[config.mk]
export PLATFORM = sky130hd
export DESIGN_NAME = order_scheduler
export DESIGN_NICKNAME = d
export VERILOG_FILES = /design/src/rtl/order_pkg.sv /design/src/rtl/lfsr8.sv /design/src/rtl/order_scheduler.sv
export SDC_FILE = /design/constraint.sdc
export NUM_CORES = 1
export LEC_CHECK = 0
export CORE_ASPECT_RATIO = 2
export CORE_UTILIZATION = 53
export DETAILED_ROUTE_END_ITERATION = 6
export PLACE_DENSITY = 0.88
export RECOVER_POWER = 100
export REMOVE_ABC_BUFFERS = 1
export SYNTH_ARGS = -nofsm -noshare
export SYNTH_HDL_FRONTEND = slang
export SYNTH_SLANG_ARGS = --single-unit
[constraint.sdc]
create_clock -name clock -period 4.44 [get_ports clock]
set_input_delay 0.888 -clock clock [delete_from_list [all_inputs] [get_ports clock]]
set_output_delay 0.888 -clock clock [all_outputs]
set_load 0.01 [all_outputs]
[src/rtl/order_pkg.sv]
`default_nettype none
// ============================================================================
// Package  : order_pkg
// Brief    : Shared types and constants for the order scheduler.
// Revision : 1.0 - initial release
// ============================================================================
package order_pkg;

    typedef logic [3:0] dish_t;

    localparam int NUM_SLOTS      = 4;
    localparam int SERVE_POINTS   = 20;
    localparam int EXPIRE_PENALTY = 10;

    typedef enum logic [1:0] {
        SERVE_IDLE  = 2'd0,
        SERVE_MATCH = 2'd1,
        SERVE_CLEAR = 2'd2,
        SERVE_HOLD  = 2'd3
    } serve_state_e;

    // Dish code 0 means "empty space", so a zero LFSR draw is folded onto 1.
    function automatic dish_t lfsr_to_dish(input logic [2:0] v);
        return (v == 3'd0) ? 4'd1 : {1'b0, v};
    endfunction

endpackage
`default_nettype wire

[src/rtl/lfsr8.sv]
`default_nettype none
// ============================================================================
// Module   : lfsr8
// Brief    : Free-running 8-bit Fibonacci LFSR, x^8+x^6+x^5+x^4+1, seeded on reset.
// Revision : 1.0 - initial release
// ============================================================================
module lfsr8 #(
    parameter int OUT_W = 8
) (
    input  logic             clock,
    input  logic             reset,
    input  logic [7:0]       seed,
    output logic [OUT_W-1:0] lfsr
);
    logic [7:0] lfsr_q;
    logic [7:0] lfsr_d;

    always_comb begin
        lfsr_d = {lfsr_q[6:0], lfsr_q[7] ^ lfsr_q[5] ^ lfsr_q[4] ^ lfsr_q[3]};
    end

    always_ff @(posedge clock or negedge reset) begin
        if (!reset) begin
            lfsr_q <= seed;
        end else begin
            lfsr_q <= lfsr_d;
        end
    end

    assign lfsr = lfsr_q[OUT_W-1:0];

endmodule
`default_nettype wire

[src/rtl/order_scheduler.sv]
`default_nettype none
// ============================================================================
// Module   : order_scheduler
// Brief    : Spawns timed dish orders into four slots and serves them from two
//            serving spaces, keeping a saturating score.
// Options  : ORDER_SCHED_PENALTY_EN - deduct points for every expired order
// Revision : 1.0 - initial release
// ============================================================================
module order_scheduler
    import order_pkg::*;
#(
    parameter int FRAMES_PER_SEC = 60,
    parameter int SPAWN_PERIOD   = 8,
    parameter int ORDER_LIFE     = 20
) (
    input  logic        clock,
    input  logic        reset,
    input  logic        vsync,
    input  logic        timer_go,
    input  logic [7:0]  check_spaces,
    output logic        clear_space0,
    output logic        clear_space1,
    output logic [3:0]  orders,
    output logic [15:0] order_dishes,
    output logic [19:0] order_times,
    output logic [9:0]  point_total,
    output logic        expired_pulse
);
    localparam int FRAME_W = (FRAMES_PER_SEC > 1) ? $clog2(FRAMES_PER_SEC) : 1;
    localparam int SPAWN_W = (SPAWN_PERIOD > 1) ? $clog2(SPAWN_PERIOD) : 1;
    localparam int SLOT_W  = $clog2(NUM_SLOTS);
    localparam logic [FRAME_W-1:0] FRAME_LAST = FRAME_W'(FRAMES_PER_SEC - 1);
    localparam logic [SPAWN_W-1:0] SPAWN_LAST = SPAWN_W'(SPAWN_PERIOD - 1);
    localparam logic [4:0]         LIFE_INIT  = 5'(ORDER_LIFE);
    localparam logic [7:0]         LFSR_SEED  = 8'hA5;
    localparam logic [9:0]         POINT_MAX  = 10'd1023;

    logic                          vsync_q;
    logic [FRAME_W-1:0]            frame_q, frame_d;
    logic [SPAWN_W-1:0]            spawn_q, spawn_d;
    logic [NUM_SLOTS-1:0]          valid_q, valid_d;
    dish_t [NUM_SLOTS-1:0]         dish_q, dish_d;
    logic [NUM_SLOTS-1:0][4:0]     time_q, time_d;
    serve_state_e                  state_q, state_d;
    logic                          grant_q, grant_d;
    logic                          rr_q, rr_d;
    logic [SLOT_W-1:0]             match_q, match_d;
    logic [9:0]                    points_q, points_d;
    logic                          expired_q, expired_d;

    logic [2:0]                    lfsr_low;
    logic                          frame_tick, sec_tick, spawn_now;
    dish_t                         space0, space1, granted_code;
    logic                          hit_found, free_found, protect_en, served;
    logic [SLOT_W-1:0]             hit_idx, free_idx, protect_idx;
    logic [2:0]                    expire_cnt;
    logic [11:0]                   gain, penalty, sum, net;

    lfsr8 #(
        .OUT_W (3)
    ) u_lfsr (
        .clock (clock),
        .reset (reset),
        .seed  (LFSR_SEED),
        .lfsr  (lfsr_low)
    );

    assign space0       = check_spaces[3:0];
    assign space1       = check_spaces[7:4];
    assign granted_code = grant_q ? space1 : space0;

    always_comb begin
        frame_tick = timer_go & vsync & ~vsync_q;
        sec_tick   = frame_tick & (frame_q == FRAME_LAST);
        spawn_now  = sec_tick & (spawn_q == SPAWN_LAST);
        frame_d    = frame_q;
        spawn_d    = spawn_q;
        if (frame_tick) begin
            frame_d = sec_tick ? '0 : frame_q + 1'b1;
        end
        if (sec_tick) begin
            spawn_d = spawn_now ? '0 : spawn_q + 1'b1;
        end
    end

    // Lowest-index valid slot holding the granted dish; lowest free slot for spawns.
    always_comb begin
        hit_found  = 1'b0;
        hit_idx    = '0;
        free_found = 1'b0;
        free_idx   = '0;
        for (int i = NUM_SLOTS - 1; i >= 0; i--) begin
            if (valid_q[i] && (dish_q[i] == granted_code)) begin
                hit_found = 1'b1;
                hit_idx   = SLOT_W'(i);
            end
            if (!valid_q[i]) begin
                free_found = 1'b1;
                free_idx   = SLOT_W'(i);
            end
        end
    end

    always_comb begin
        state_d = state_q;
        grant_d = grant_q;
        rr_d    = rr_q;
        match_d = match_q;
        case (state_q)
            SERVE_IDLE: begin
                if ((space0 != 4'd0) || (space1 != 4'd0)) begin
                    grant_d = ((space0 != 4'd0) && (space1 != 4'd0)) ? rr_q : (space1 != 4'd0);
                    rr_d    = ~rr_q;
                    state_d = SERVE_MATCH;
                end
            end
            SERVE_MATCH: begin
                match_d = hit_idx;
                state_d = hit_found ? SERVE_CLEAR : SERVE_IDLE;
            end
            SERVE_CLEAR: state_d = SERVE_HOLD;
            SERVE_HOLD: begin
                if (granted_code == 4'd0) begin
                    state_d = SERVE_IDLE;
                end
            end
            default: state_d = SERVE_IDLE;
        endcase
        if (!timer_go) begin
            state_d = SERVE_IDLE;
        end
    end

    // A slot being served cannot expire underneath the serve.
    always_comb begin
        protect_en  = (state_q == SERVE_CLEAR) || ((state_q == SERVE_MATCH) && hit_found);
        protect_idx = (state_q == SERVE_CLEAR) ? match_q : hit_idx;
        served      = (state_q == SERVE_CLEAR);
        valid_d     = valid_q;
        dish_d      = dish_q;
        time_d      = time_q;
        expire_cnt  = 3'd0;
        for (int i = 0; i < NUM_SLOTS; i++) begin
            if (valid_q[i] && sec_tick) begin
                if (time_q[i] != 5'd0) begin
                    time_d[i] = time_q[i] - 5'd1;
                end else if (!(protect_en && (protect_idx == SLOT_W'(i)))) begin
                    valid_d[i] = 1'b0;
                    expire_cnt = expire_cnt + 3'd1;
                end
            end
        end
        if (served) begin
            valid_d[match_q] = 1'b0;
        end
        if (spawn_now && free_found) begin
            valid_d[free_idx] = 1'b1;
            time_d[free_idx]  = LIFE_INIT;
            dish_d[free_idx]  = lfsr_to_dish(lfsr_low);
        end
        expired_d = (expire_cnt != 3'd0);
    end

    always_comb begin
        gain = served ? 12'(SERVE_POINTS) : 12'd0;
`ifdef ORDER_SCHED_PENALTY_EN
        penalty = 12'(EXPIRE_PENALTY) * {9'd0, expire_cnt};
`else
        penalty = 12'd0;
`endif
        sum = {2'b00, points_q} + gain;
        net = sum - penalty;
        if (sum < penalty) begin
            points_d = '0;
        end else if (net > {2'b00, POINT_MAX}) begin
            points_d = POINT_MAX;
        end else begin
            points_d = net[9:0];
        end
    end

    always_ff @(posedge clock or negedge reset) begin
        if (!reset) begin
            vsync_q   <= 1'b0;
            frame_q   <= '0;
            spawn_q   <= '0;
            valid_q   <= '0;
            dish_q    <= '0;
            time_q    <= '0;
            state_q   <= SERVE_IDLE;
            grant_q   <= 1'b0;
            rr_q      <= 1'b0;
            match_q   <= '0;
            points_q  <= '0;
            expired_q <= 1'b0;
        end else begin
            vsync_q   <= vsync;
            frame_q   <= frame_d;
            spawn_q   <= spawn_d;
            valid_q   <= valid_d;
            dish_q    <= dish_d;
            time_q    <= time_d;
            state_q   <= state_d;
            grant_q   <= grant_d;
            rr_q      <= rr_d;
            match_q   <= match_d;
            points_q  <= points_d;
            expired_q <= expired_d;
        end
    end

    assign clear_space0  = (state_q == SERVE_CLEAR) && !grant_q;
    assign clear_space1  = (state_q == SERVE_CLEAR) && grant_q;
    assign orders        = valid_q;
    assign order_dishes  = dish_q;
    assign order_times   = time_q;
    assign point_total   = points_q;
    assign expired_pulse = expired_q;

endmodule
`default_nettype wire

# Yosys cells after proc, flatten, opt, wreduce, memory -nomap -nowiden
# Index checks and enable logic that the tools add are counted.
# op_classes
addsub	10
order_cmp	6
n_eq_ne	14
mux	74
bitwise_logic	15
reduce_logical	35
# op_table
cell	n
$mux 5	10
$mux 3	11
$mux 1	26
$mux 2	13
$mux 10	2
$mux 20	1
$reduce_bool 5->1	4
$sub 5x1->5 const B	4
$logic_and 1x1->1	19
$bwmux 16	1
$eq 4x4->1	4
$mux 4	4
$add 3x1->3 const B	4
$and 12x12->12	1
$not 12->12	1
$add 10x5->11	1
$gt 11x10->1 const B	1
$lt 11x1->1 const B	1
$demux 5 s2	1
$demux 4 s2	1
$eq 2x2->1 const B	4
$or 8x8->8	1
$pmux 2 s4	1
$reduce_bool 4->1	2
other kinds (22)	36
# totals
register_bits	75
inputBits	12
output_inout_bits	53
wordCells	173

# Longest topological paths before layout
# Gate-level depths: netlist (run 1).
# logic_depth
word_depth	26
depth_mapped	16
depth_no_buf	15

# Worst setup path after synthesis (run 1)
# No wires, ideal clock.
# synth_path
path_kind	input to register
start	in check_spaces[1]
end	reg expired_q (netlist: expired_pulse)
setup_time_ns	0.121
arrival_ns	3.307
t_required_ns	4.319
setup_slack_ns	1.012
stages	15
path_buffers	0
path_cell_list	mux2i_4 xnor2_1 nor4_4 a21oi_2 o31ai_2 nand2_1 ha_1 nand2_1 o22a_1 inv_1 ha_1 nand2_1 nor4_1 a31o_1 a21oi_2
# synth_between
elab_chain_len	26
elab_cells_between_ends	44
cone_classes	add/sub (3); eq/ne (7); mux (22); reduce/logical (12)
# synth_rtl
item	line_no	text
start, declared	order_scheduler.sv:20	input logic [7:0] check_spaces,
$mux 4 (*)	order_scheduler.sv:70	assign granted_code = grant_q ? space1 : space0;
$eq 4x4->1	order_scheduler.sv:93	if (valid_q[i] && (dish_q[i] == granted_code)) begin
$logic_and 1x1->1	order_scheduler.sv:93	
$mux 2 / $mux 1 (equally long branches) (4 in series)	order_scheduler.sv:93	
$mux 2 / $logic_and 1x1->1 (equally long branches)	order_scheduler.sv:137, order_scheduler.sv:136	
$logic_not 2->1 / $logic_or 1x1->1 (equally long branches)	order_scheduler.sv:147, order_scheduler.sv:136	
$logic_and 1x1->1	order_scheduler.sv:147	end else if (!(protect_en && (protect_idx == SLOT_W'(i)))) begin
$mux 1	order_scheduler.sv:147	
(+8 left out)	--	
$mux 3	order_scheduler.sv:145	if (time_q[i] != 5'd0) begin
$mux 3	order_scheduler.sv:144	if (valid_q[i] && sec_tick) begin
$add 3x1->3	order_scheduler.sv:149	expire_cnt = expire_cnt + 3'd1;
$mux 3	order_scheduler.sv:147	
$mux 3	order_scheduler.sv:145	
$mux 3 (*)	order_scheduler.sv:144	
$reduce_bool 3->1 (*)	order_scheduler.sv:161	expired_d = (expire_cnt != 3'd0);
net expired_d	order_scheduler.sv:49	logic expired_q, expired_d;
end signal, assigned	order_scheduler.sv:208	expired_q <= expired_d;
end, declared	order_scheduler.sv:49	
# The timed path passes the listed nets; every way through them passes the cells marked *.
# A chain may end at the register's enable or synchronous reset.

# Final worst setup path (run 1)
# layout_path
start	in check_spaces[0]
end	reg expired_q (netlist: expired_pulse)
# The elaborated chain is that of the path after synthesis.

==> results of run 1 <==
sequential cells by signal (all words and copies together) (netlist names):
| register | count |
|---|---|
| expired_pulse | 1 |
| match_q | 2 |
| u_lfsr.lfsr_q | 8 |
| rr_q | 1 |
| state_q | 2 |
| orders | 4 |
| order_times | 20 |
| vsync_q | 1 |
| grant_q | 1 |
| frame_q | 6 |
| point_total | 9 |
| spawn_q | 3 |
| order_dishes | 12 |
power by group through the flow:
| stage | sequential, µW | combinational, µW | clock (µW) |
|---|---|---|---|
| 3_3_place_gp | 828 | 341 | 0 |
| 5_1_grt | 839 | 381 | 819 |
| 6_report | 827 | 351 | 794 |
| 2_1_floorplan | 818 | 209 | 0 |
| 4_1_cts | 825 | 365 | 801 |
| 3_5_place_dp | 832 | 359 | 0 |
synth_stat cells (3+ instances only):
| library cell | number |
|---|---|
| sky130_fd_sc_hd__a211oi_1 | 3 |
| sky130_fd_sc_hd__a21o_1 | 4 |
| sky130_fd_sc_hd__a21oi_1 | 14 |
| sky130_fd_sc_hd__a22o_1 | 3 |
| sky130_fd_sc_hd__buf_4 | 6 |
| sky130_fd_sc_hd__clkbuf_1 | 5 |
| sky130_fd_sc_hd__dfrtp_1 | 66 |
| sky130_fd_sc_hd__dfstp_2 | 4 |
| sky130_fd_sc_hd__ha_1 | 12 |
| sky130_fd_sc_hd__inv_1 | 12 |
| sky130_fd_sc_hd__mux2_2 | 7 |
| sky130_fd_sc_hd__mux2i_4 | 3 |
| sky130_fd_sc_hd__nand2_1 | 61 |
| sky130_fd_sc_hd__nand2b_1 | 9 |
| sky130_fd_sc_hd__nand3_1 | 15 |
| sky130_fd_sc_hd__nand4_1 | 3 |
| sky130_fd_sc_hd__nor2_1 | 30 |
| sky130_fd_sc_hd__nor2b_1 | 5 |
| sky130_fd_sc_hd__nor3_1 | 16 |
| sky130_fd_sc_hd__nor4_1 | 5 |
| sky130_fd_sc_hd__o21ai_0 | 16 |
| sky130_fd_sc_hd__o31ai_1 | 9 |
| sky130_fd_sc_hd__or4_1 | 4 |
| sky130_fd_sc_hd__xnor2_1 | 18 |
| sky130_fd_sc_hd__xor2_1 | 8 |
worst max-delay path, cell delays in order:
cell and delay [ps]:
sky130_fd_sc_hd__dlygate4sd3_1 590, sky130_fd_sc_hd__mux2i_4 250, sky130_fd_sc_hd__xnor2_1 140, sky130_fd_sc_hd__nor4_4 340
sky130_fd_sc_hd__a21oi_2 110, sky130_fd_sc_hd__o31ai_2 400, sky130_fd_sc_hd__nand2_1 110, sky130_fd_sc_hd__ha_1 280
sky130_fd_sc_hd__nand2_1 60, sky130_fd_sc_hd__o22a_1 190, sky130_fd_sc_hd__inv_1 60, sky130_fd_sc_hd__ha_1 310
sky130_fd_sc_hd__nand2_1 60, sky130_fd_sc_hd__nor4_1 250, sky130_fd_sc_hd__a31o_1 170, sky130_fd_sc_hd__a21oi_2 50
cells by family (layout without fill, tap and decap cells):
| group | after synthesis | count (layout) | share of synthesized area |
|---|---|---|---|
| AND/OR/NAND/NOR | 168 | 168 | 0.226 |
| flip-flops | 70 | 70 | 0.475 |
| AO/OA/AOI/OAI | 64 | 64 | 0.115 |
| buffers and inverters | 27 | 92 | 0.0379 |
| XOR/XNOR | 26 | 26 | 0.0616 |
| adder cells (fa/ha/maj) | 12 | 12 | 0.0406 |
| multiplexers | 11 | 11 | 0.0423 |
| other | 1 | 4 | 0.00101 |
area by class of cell:
cell class	instances	area [µm²]
inverters	12	45.0
multi-input cells	285	1810
well taps	88	110
repair buffers	64	618
clock buffers	10	239
fillers	500	2000
clock inverters	6	93.8
flip-flops and latches	70	1760
worst paths after layout:
path	slack (ps)	end	start
setup / recovery	400	expired_pulse	check_spaces[0]
hold / removal	350	u_lfsr.lfsr_q[7]	u_lfsr.lfsr_q[6]
setup reg to reg	700	expired_pulse	grant_q
hold reg to reg	350	u_lfsr.lfsr_q[7]	u_lfsr.lfsr_q[6]
max in group asynchronous	1750	order_times[14]	reset
min in group asynchronous	940	vsync_q	reset
cells in the final DEF (no fill, tap or decap), types with 5 or more instances in the layout:
cell and count:
sky130_fd_sc_hd__dfrtp_1 66, sky130_fd_sc_hd__nand2_1 61, sky130_fd_sc_hd__dlygate4sd3_1 51, sky130_fd_sc_hd__nor2_1 30, sky130_fd_sc_hd__xnor2_1 18, sky130_fd_sc_hd__o21ai_0 16
sky130_fd_sc_hd__nor3_1 16, sky130_fd_sc_hd__nand3_1 15, sky130_fd_sc_hd__a21oi_1 14, sky130_fd_sc_hd__inv_1 12, sky130_fd_sc_hd__ha_1 12, sky130_fd_sc_hd__nand2b_1 9
sky130_fd_sc_hd__o31ai_1 9, sky130_fd_sc_hd__clkbuf_16 9, sky130_fd_sc_hd__xor2_1 8, sky130_fd_sc_hd__clkdlybuf4s50_1 8, sky130_fd_sc_hd__mux2_2 7, sky130_fd_sc_hd__nor2b_1 5
sky130_fd_sc_hd__nor4_1 5
through the flow:
stage               power (µW)  hold slack (ps)   util  worst slack (ps)
finish                    1970              354  0.700               399
detailed placement        1190              342  0.652               165
CTS                       1990              356  0.702               514
global route              2040              356  0.700               211
floorplan                 1030              333      -               934
global placement          1170              340  0.652               372
metal layers:
metal / global-route usage / share of wire
met5: 0 / 0
met4: 0.163 / 0.038
met3: 0.0668 / 0.050
met2: 0.447 / 0.56
met1: 0.301 / 0.35
==> impl_metrics.xml, run 1 <==
<?xml version="1.0" encoding="UTF-8"?>
<metrics>
  <group name="die">
    <metric name="rows" unit="">42</metric>
    <metric name="start_util" unit="">0.554</metric>
    <metric name="fp.coreArea" unit="µm²">6670</metric>
    <metric name="die_width" unit="µm">61.1</metric>
    <metric name="pin_count" unit="">65</metric>
    <metric name="die_h" unit="µm">120</metric>
    <metric name="fp.dieArea" unit="µm²">7330</metric>
  </group>
  <group name="yosys">
    <metric name="mappedNetlistArea" unit="µm²">3700</metric>
    <metric name="synth_area_leaders" unit="">sky130_fd_sc_hd__dfrtp_1, sky130_fd_sc_hd__nand2_1, sky130_fd_sc_hd__xnor2_1</metric>
    <metric name="synth_edf_count" unit="">0</metric>
    <metric name="synth_cells" unit="">379</metric>
    <metric name="ys_dominant_reg_cell" unit="">sky130_fd_sc_hd__dfrtp_1</metric>
    <metric name="post_synthesis_register_bit_count" unit="">70</metric>
    <metric name="synth_largest_area_cell" unit="">sky130_fd_sc_hd__dfrtp_1</metric>
    <metric name="yosysTopAreaCellShare" unit="">0.447</metric>
    <metric name="syn-mean-instance-area" unit="µm²">9.76</metric>
    <metric name="synth-seq-area-share" unit="">0.475</metric>
    <metric name="share_of_flip_flops_with_an_asynchronous_set_or_reset" unit="">1.00</metric>
    <metric name="synth_warnings" unit="">0</metric>
    <metric name="ys_types" unit="">58</metric>
  </group>
  <group name="finish">
    <metric name="nets_finish" unit="">466</metric>
    <metric name="layout.cells.non_filler" unit="">535</metric>
    <metric name="syn_to_final_growth" unit="%">26.4</metric>
    <metric name="final_layout_size_suffix_gt1_frac" unit="">0.0872</metric>
    <metric name="post-route-cell-area" unit="µm²">4670</metric>
    <metric name="num_antenna_cells" unit="">0</metric>
  </group>
  <group name="worst_setup_path">
    <metric name="timing.critical_path.arrival" unit="ps">4270</metric>
    <metric name="required_time_of_the_critical_path" unit="ps">4670</metric>
    <metric name="cp-end-kind" unit="">flip-flop</metric>
    <metric name="crit_type" unit="">in -&gt; reg</metric>
    <metric name="critPathLaunchType" unit="">primary input</metric>
    <metric name="crit_path_max_fanout" unit="">6</metric>
    <metric name="timing.reg2reg.worst_path_depth" unit="">15</metric>
  </group>
  <group name="detailed_routing">
    <metric name="route.antenna.remaining_nets" unit="">0</metric>
    <metric name="routed_via_density" unit="">5.84</metric>
    <metric name="detail_route.iter0.violations" unit="">147</metric>
    <metric name="drcViolationCount" unit="">0</metric>
    <metric name="drt-wirelength-per-cell" unit="µm">16.8</metric>
    <metric name="detailedRoute.firstPassIterationCount" unit="">5</metric>
    <metric name="route.final.wire_length" unit="µm">8970</metric>
    <metric name="vias" unit="">3124</metric>
  </group>
  <group name="clock_network">
    <metric name="clock_pin_slew_worst_setup_and_hold_paths" unit="ps">60</metric>
    <metric name="cts_buffers" unit="">9</metric>
    <metric name="cts_sinks" unit="">70</metric>
    <metric name="clkLatencyLatePin" unit="ps">340</metric>
    <metric name="clock_path_buffers" unit="">2</metric>
    <metric name="resize_count_post_cts" unit="">0</metric>
    <metric name="cts.root.buffer_cell" unit="">sky130_fd_sc_hd__clkbuf_16</metric>
    <metric name="cts_tree" unit="">built</metric>
    <metric name="cts_htree_levels" unit="">3</metric>
    <metric name="cts_setup_buffers" unit="">0</metric>
    <metric name="cts-hold-fix-buffers" unit="">0</metric>
  </group>
  <group name="sta">
    <metric name="report.final.setup_viol" unit="">0</metric>
    <metric name="grt_setup_unrepaired" unit="">false</metric>
    <metric name="final_sum_of_negative_setup_slack" unit="ps">0</metric>
    <metric name="finalCriticalPeriod" unit="ps">4040</metric>
    <metric name="timing.slew.headroom" unit="">-0.0570</metric>
    <metric name="worst_pin_slew" unit="ps">1590</metric>
    <metric name="timing_hold_violations_final" unit="">0</metric>
    <metric name="max_clock_skew" unit="ps">5.69</metric>
    <metric name="max_clock_freq" unit="MHz">247</metric>
    <metric name="timing.final.crit_share" unit="">0.910</metric>
    <metric name="maxSlewViolCount" unit="">31</metric>
  </group>
  <group name="placement">
    <metric name="io_buffer_count" unit="">60</metric>
    <metric name="placed_cells" unit="">519</metric>
    <metric name="placed_cell_area" unit="µm²">4350</metric>
    <metric name="gp_congestion" unit="">0.877</metric>
    <metric name="dp.final_hpwl" unit="µm">6410</metric>
  </group>
  <group name="grt">
    <metric name="grt_overflow_total" unit="">0</metric>
    <metric name="number_of_global_route_vias_before_repair" unit="">3156</metric>
    <metric name="grt_antenna_before_repair" unit="">0</metric>
    <metric name="grt_start_max_net_pins" unit="">42</metric>
    <metric name="global_route.usage.total" unit="">0.272</metric>
    <metric name="grt_first_pass_wirelength" unit="µm">14600</metric>
  </group>
  <group name="power">
    <metric name="p_seq_frac" unit="">0.419</metric>
    <metric name="power.combinational.fraction" unit="">0.178</metric>
    <metric name="power-per-cell-area" unit="nW/µm²">422</metric>
    <metric name="vdd_drop_max" unit="µV">390</metric>
    <metric name="clock_power_share" unit="">0.403</metric>
    <metric name="power.internal" unit="µW">1390</metric>
    <metric name="power.switching" unit="µW">582</metric>
    <metric name="leakage" unit="µW">0.00223</metric>
    <metric name="switching_share" unit="">0.295</metric>
  </group>
  <group name="min_path">
    <metric name="hold_path_depth" unit="">0</metric>
    <metric name="holdCritPathClass" unit="">reg -&gt; reg</metric>
  </group>
  <group name="outcome">
    <metric name="failed_checks" unit="">max-capacitance violations, max-slew violations</metric>
    <metric name="outcome" unit="">complete, but fails checks</metric>
  </group>
  <group name="flow_run">
    <metric name="timing.max_cap.violations" unit="">1</metric>
  </group>
</metrics>
No activity file was read; power rests on OpenSTA's default activity.
==> inputs of run 2 (changes only) <==
CORE_ASPECT_RATIO = 1.5   (was 2)
==> impl_metrics.xml, run 2 (same netlist as run 1, synthesis figures left out) <==
<?xml version="1.0" encoding="UTF-8"?>
<metrics>
  <group name="finish">
    <metric name="nets_finish" unit="">466</metric>
    <metric name="final_layout_size_suffix_gt1_frac" unit="">0.0850</metric>
    <metric name="final_common_cell" unit="">sky130_fd_sc_hd__dfrtp_1</metric>
    <metric name="syn_to_final_growth" unit="%">23.1</metric>
    <metric name="largest_register_ff_count" unit="">20</metric>
    <metric name="mostFrequentLayoutCells" unit="">sky130_fd_sc_hd__dfrtp_1, sky130_fd_sc_hd__nand2_1, sky130_fd_sc_hd__dlygate4sd3_1</metric>
    <metric name="post-route-cell-area" unit="µm²">4550</metric>
    <metric name="num_antenna_cells" unit="">0</metric>
  </group>
  <group name="clock_network">
    <metric name="clkLatencyLatePin" unit="ps">340</metric>
    <metric name="cts-hold-fix-buffers" unit="">0</metric>
    <metric name="cts_sinks" unit="">70</metric>
    <metric name="cts_htree_levels" unit="">3</metric>
    <metric name="cts_buffers" unit="">9</metric>
    <metric name="clock_pin_slew_worst_setup_and_hold_paths" unit="ps">80</metric>
    <metric name="cts_setup_buffers" unit="">0</metric>
    <metric name="resize_count_post_cts" unit="">0</metric>
    <metric name="cts_tree" unit="">built</metric>
    <metric name="cts.root.buffer_cell" unit="">sky130_fd_sc_hd__clkbuf_8</metric>
    <metric name="clock_path_buffers" unit="">2</metric>
  </group>
  <group name="sta">
    <metric name="finalCriticalPeriod" unit="ps">4070</metric>
    <metric name="maxSlewViolCount" unit="">73</metric>
    <metric name="grt_setup_unrepaired" unit="">false</metric>
    <metric name="report.final.setup_viol" unit="">0</metric>
    <metric name="timing.slew.headroom" unit="">-0.250</metric>
    <metric name="worst_pin_slew" unit="ps">1880</metric>
    <metric name="timing.final.crit_share" unit="">0.916</metric>
    <metric name="max_clock_freq" unit="MHz">246</metric>
    <metric name="max_clock_skew" unit="ps">4.80</metric>
    <metric name="final_sum_of_negative_setup_slack" unit="ps">0</metric>
    <metric name="timing_hold_violations_final" unit="">0</metric>
    <metric name="final_critical_path_setup_slack" unit="ps">375</metric>
  </group>
  <group name="grt">
    <metric name="grt_start_max_net_pins" unit="">37</metric>
    <metric name="global_route.usage.total" unit="">0.239</metric>
    <metric name="grt_first_pass_wirelength" unit="µm">13800</metric>
    <metric name="grt_overflow_total" unit="">0</metric>
    <metric name="grt_antenna_before_repair" unit="">0</metric>
    <metric name="number_of_global_route_vias_before_repair" unit="">3015</metric>
  </group>
  <group name="worst_setup_path">
    <metric name="cp-end-kind" unit="">flip-flop</metric>
    <metric name="slowest_delay" unit="ps">590</metric>
    <metric name="crit_slowest_cell" unit="">sky130_fd_sc_hd__dlygate4sd3_1</metric>
    <metric name="critical_path.reg2reg.endpoint" unit="">expired_pulse</metric>
    <metric name="reg2reg_setup_slack" unit="ps">690</metric>
    <metric name="required_time_of_the_critical_path" unit="ps">4680</metric>
    <metric name="path_cells" unit="">dlygate4sd3_1 &gt; mux2i_4 &gt; xnor2_1 &gt; nor4_4 &gt; a21oi_1 &gt; o31ai_2 &gt; nand2_1 &gt; ha_1 &gt; nand2_1 &gt; o22a_1 &gt; inv_1 &gt; ha_1 &gt; nor3_1 &gt; and3b_1 &gt; a21oi_2</metric>
    <metric name="worstPathBufferInverterCount" unit="">2</metric>
    <metric name="timing.critical_path.arrival" unit="ps">4300</metric>
    <metric name="crit_type" unit="">in -&gt; reg</metric>
    <metric name="critical_path_cell_count" unit="">15</metric>
    <metric name="crit_path_max_fanout" unit="">6</metric>
    <metric name="critPathLaunchType" unit="">primary input</metric>
    <metric name="timing.reg2reg.worst_path_depth" unit="">14</metric>
    <metric name="critical_path.reg2reg.startpoint" unit="">grant_q</metric>
    <metric name="worst_path_dominant_cell_family" unit="">simple AND/OR/NAND/NOR gates</metric>
  </group>
  <group name="detailed_routing">
    <metric name="route.antenna.remaining_nets" unit="">0</metric>
    <metric name="route.final.wire_length" unit="µm">8080</metric>
    <metric name="drt-wirelength-per-cell" unit="µm">15.4</metric>
    <metric name="detailedRoute.firstPassIterationCount" unit="">4</metric>
    <metric name="detail_route.iter0.violations" unit="">142</metric>
    <metric name="routed_via_density" unit="">5.81</metric>
    <metric name="drcViolationCount" unit="">0</metric>
    <metric name="vias" unit="">3039</metric>
  </group>
  <group name="die">
    <metric name="die_width" unit="µm">70.2</metric>
    <metric name="pin_count" unit="">65</metric>
    <metric name="die_h" unit="µm">104</metric>
    <metric name="fp.coreArea" unit="µm²">6620</metric>
    <metric name="start_util" unit="">0.558</metric>
    <metric name="fp.dieArea" unit="µm²">7320</metric>
    <metric name="rows" unit="">36</metric>
  </group>
  <group name="power">
    <metric name="clock_power_share" unit="">0.335</metric>
    <metric name="vdd_drop_max" unit="µV">331</metric>
    <metric name="power-per-cell-area" unit="nW/µm²">384</metric>
    <metric name="power.combinational.fraction" unit="">0.196</metric>
    <metric name="leakage" unit="µW">0.00218</metric>
    <metric name="p_seq_frac" unit="">0.469</metric>
    <metric name="power.switching" unit="µW">546</metric>
    <metric name="power.internal" unit="µW">1200</metric>
    <metric name="p_total" unit="µW">1750</metric>
    <metric name="switching_share" unit="">0.312</metric>
  </group>
  <group name="min_path">
    <metric name="hold_path_depth" unit="">0</metric>
    <metric name="timing.hold.worst.start" unit="">u_lfsr.lfsr_q[6]</metric>
    <metric name="hold_path_end" unit="">u_lfsr.lfsr_q[7]</metric>
    <metric name="holdCritPathClass" unit="">reg -&gt; reg</metric>
  </group>
  <group name="placement">
    <metric name="io_buffer_count" unit="">60</metric>
    <metric name="dp.final_hpwl" unit="µm">5950</metric>
    <metric name="placed_cell_area" unit="µm²">4330</metric>
    <metric name="gp_congestion" unit="">0.809</metric>
    <metric name="detailedPlace.worstSlack" unit="ps">236</metric>
  </group>
  <group name="outcome">
    <metric name="failed_checks" unit="">max-capacitance violations, max-slew violations</metric>
    <metric name="outcome" unit="">complete, but fails checks</metric>
  </group>
  <group name="flow_run">
    <metric name="timing.max_cap.violations" unit="">2</metric>
  </group>
</metrics>
[run 2: worst max path at each step]
stage                    startpoint               to
floorplan                     vsync    expired_pulse
global placement    check_spaces[1]    expired_pulse
detailed placement  check_spaces[1]    expired_pulse
CTS                 check_spaces[1]    expired_pulse
global route                  reset  order_dishes[8]
finish              check_spaces[1]    expired_pulse
[run 2: area by class of cell]
type	count	area, µm²
fillers	496	2070
multi-input cells	285	1810
well taps	76	95.1
flip-flops and latches	70	1760
repair buffers	64	617
inverters	12	45.0
clock buffers	9	124
clock inverters	7	105
[run 2: worst reg2reg max path, cell delays in order, from the launching register on]
cell	delay, ps
sky130_fd_sc_hd__dfrtp_1	660
sky130_fd_sc_hd__mux2i_4	400
sky130_fd_sc_hd__xnor2_1	150
sky130_fd_sc_hd__nor4_4	330
sky130_fd_sc_hd__a21oi_1	150
sky130_fd_sc_hd__o31ai_2	410
sky130_fd_sc_hd__nand2_1	110
sky130_fd_sc_hd__ha_1	300
sky130_fd_sc_hd__nand2_1	70
sky130_fd_sc_hd__o22a_1	200
sky130_fd_sc_hd__inv_1	60
sky130_fd_sc_hd__ha_1	310
sky130_fd_sc_hd__nor3_1	210
sky130_fd_sc_hd__and3b_1	220
sky130_fd_sc_hd__a21oi_2	40
[run 2: power groups by stage]
stage	Combinational, µW	Sequential, µW	Clock [µW]
after global routing	381	831	624
after detailed placement	356	830	0
after CTS	360	818	593
after global placement	343	827	0
after floorplan	209	818	0
final	343	819	586
[run 2: through the flow]
step	utilization	hold slack, ps	std cells
floorplan	-	333	367
global placement	0.655	340	507
detailed placement	0.655	350	507
CTS	0.689	366	523
global route	0.687	374	523
finish	0.687	360	523
[run 2: per-layer routing]
layer	part of all wire	global-route usage	vias to the layer above
met5	0	0	-
met4	0.031	0.117	0
met3	0.041	0.0572	24
met2	0.52	0.410	96
met1	0.41	0.274	1474
li1	-	-	1445
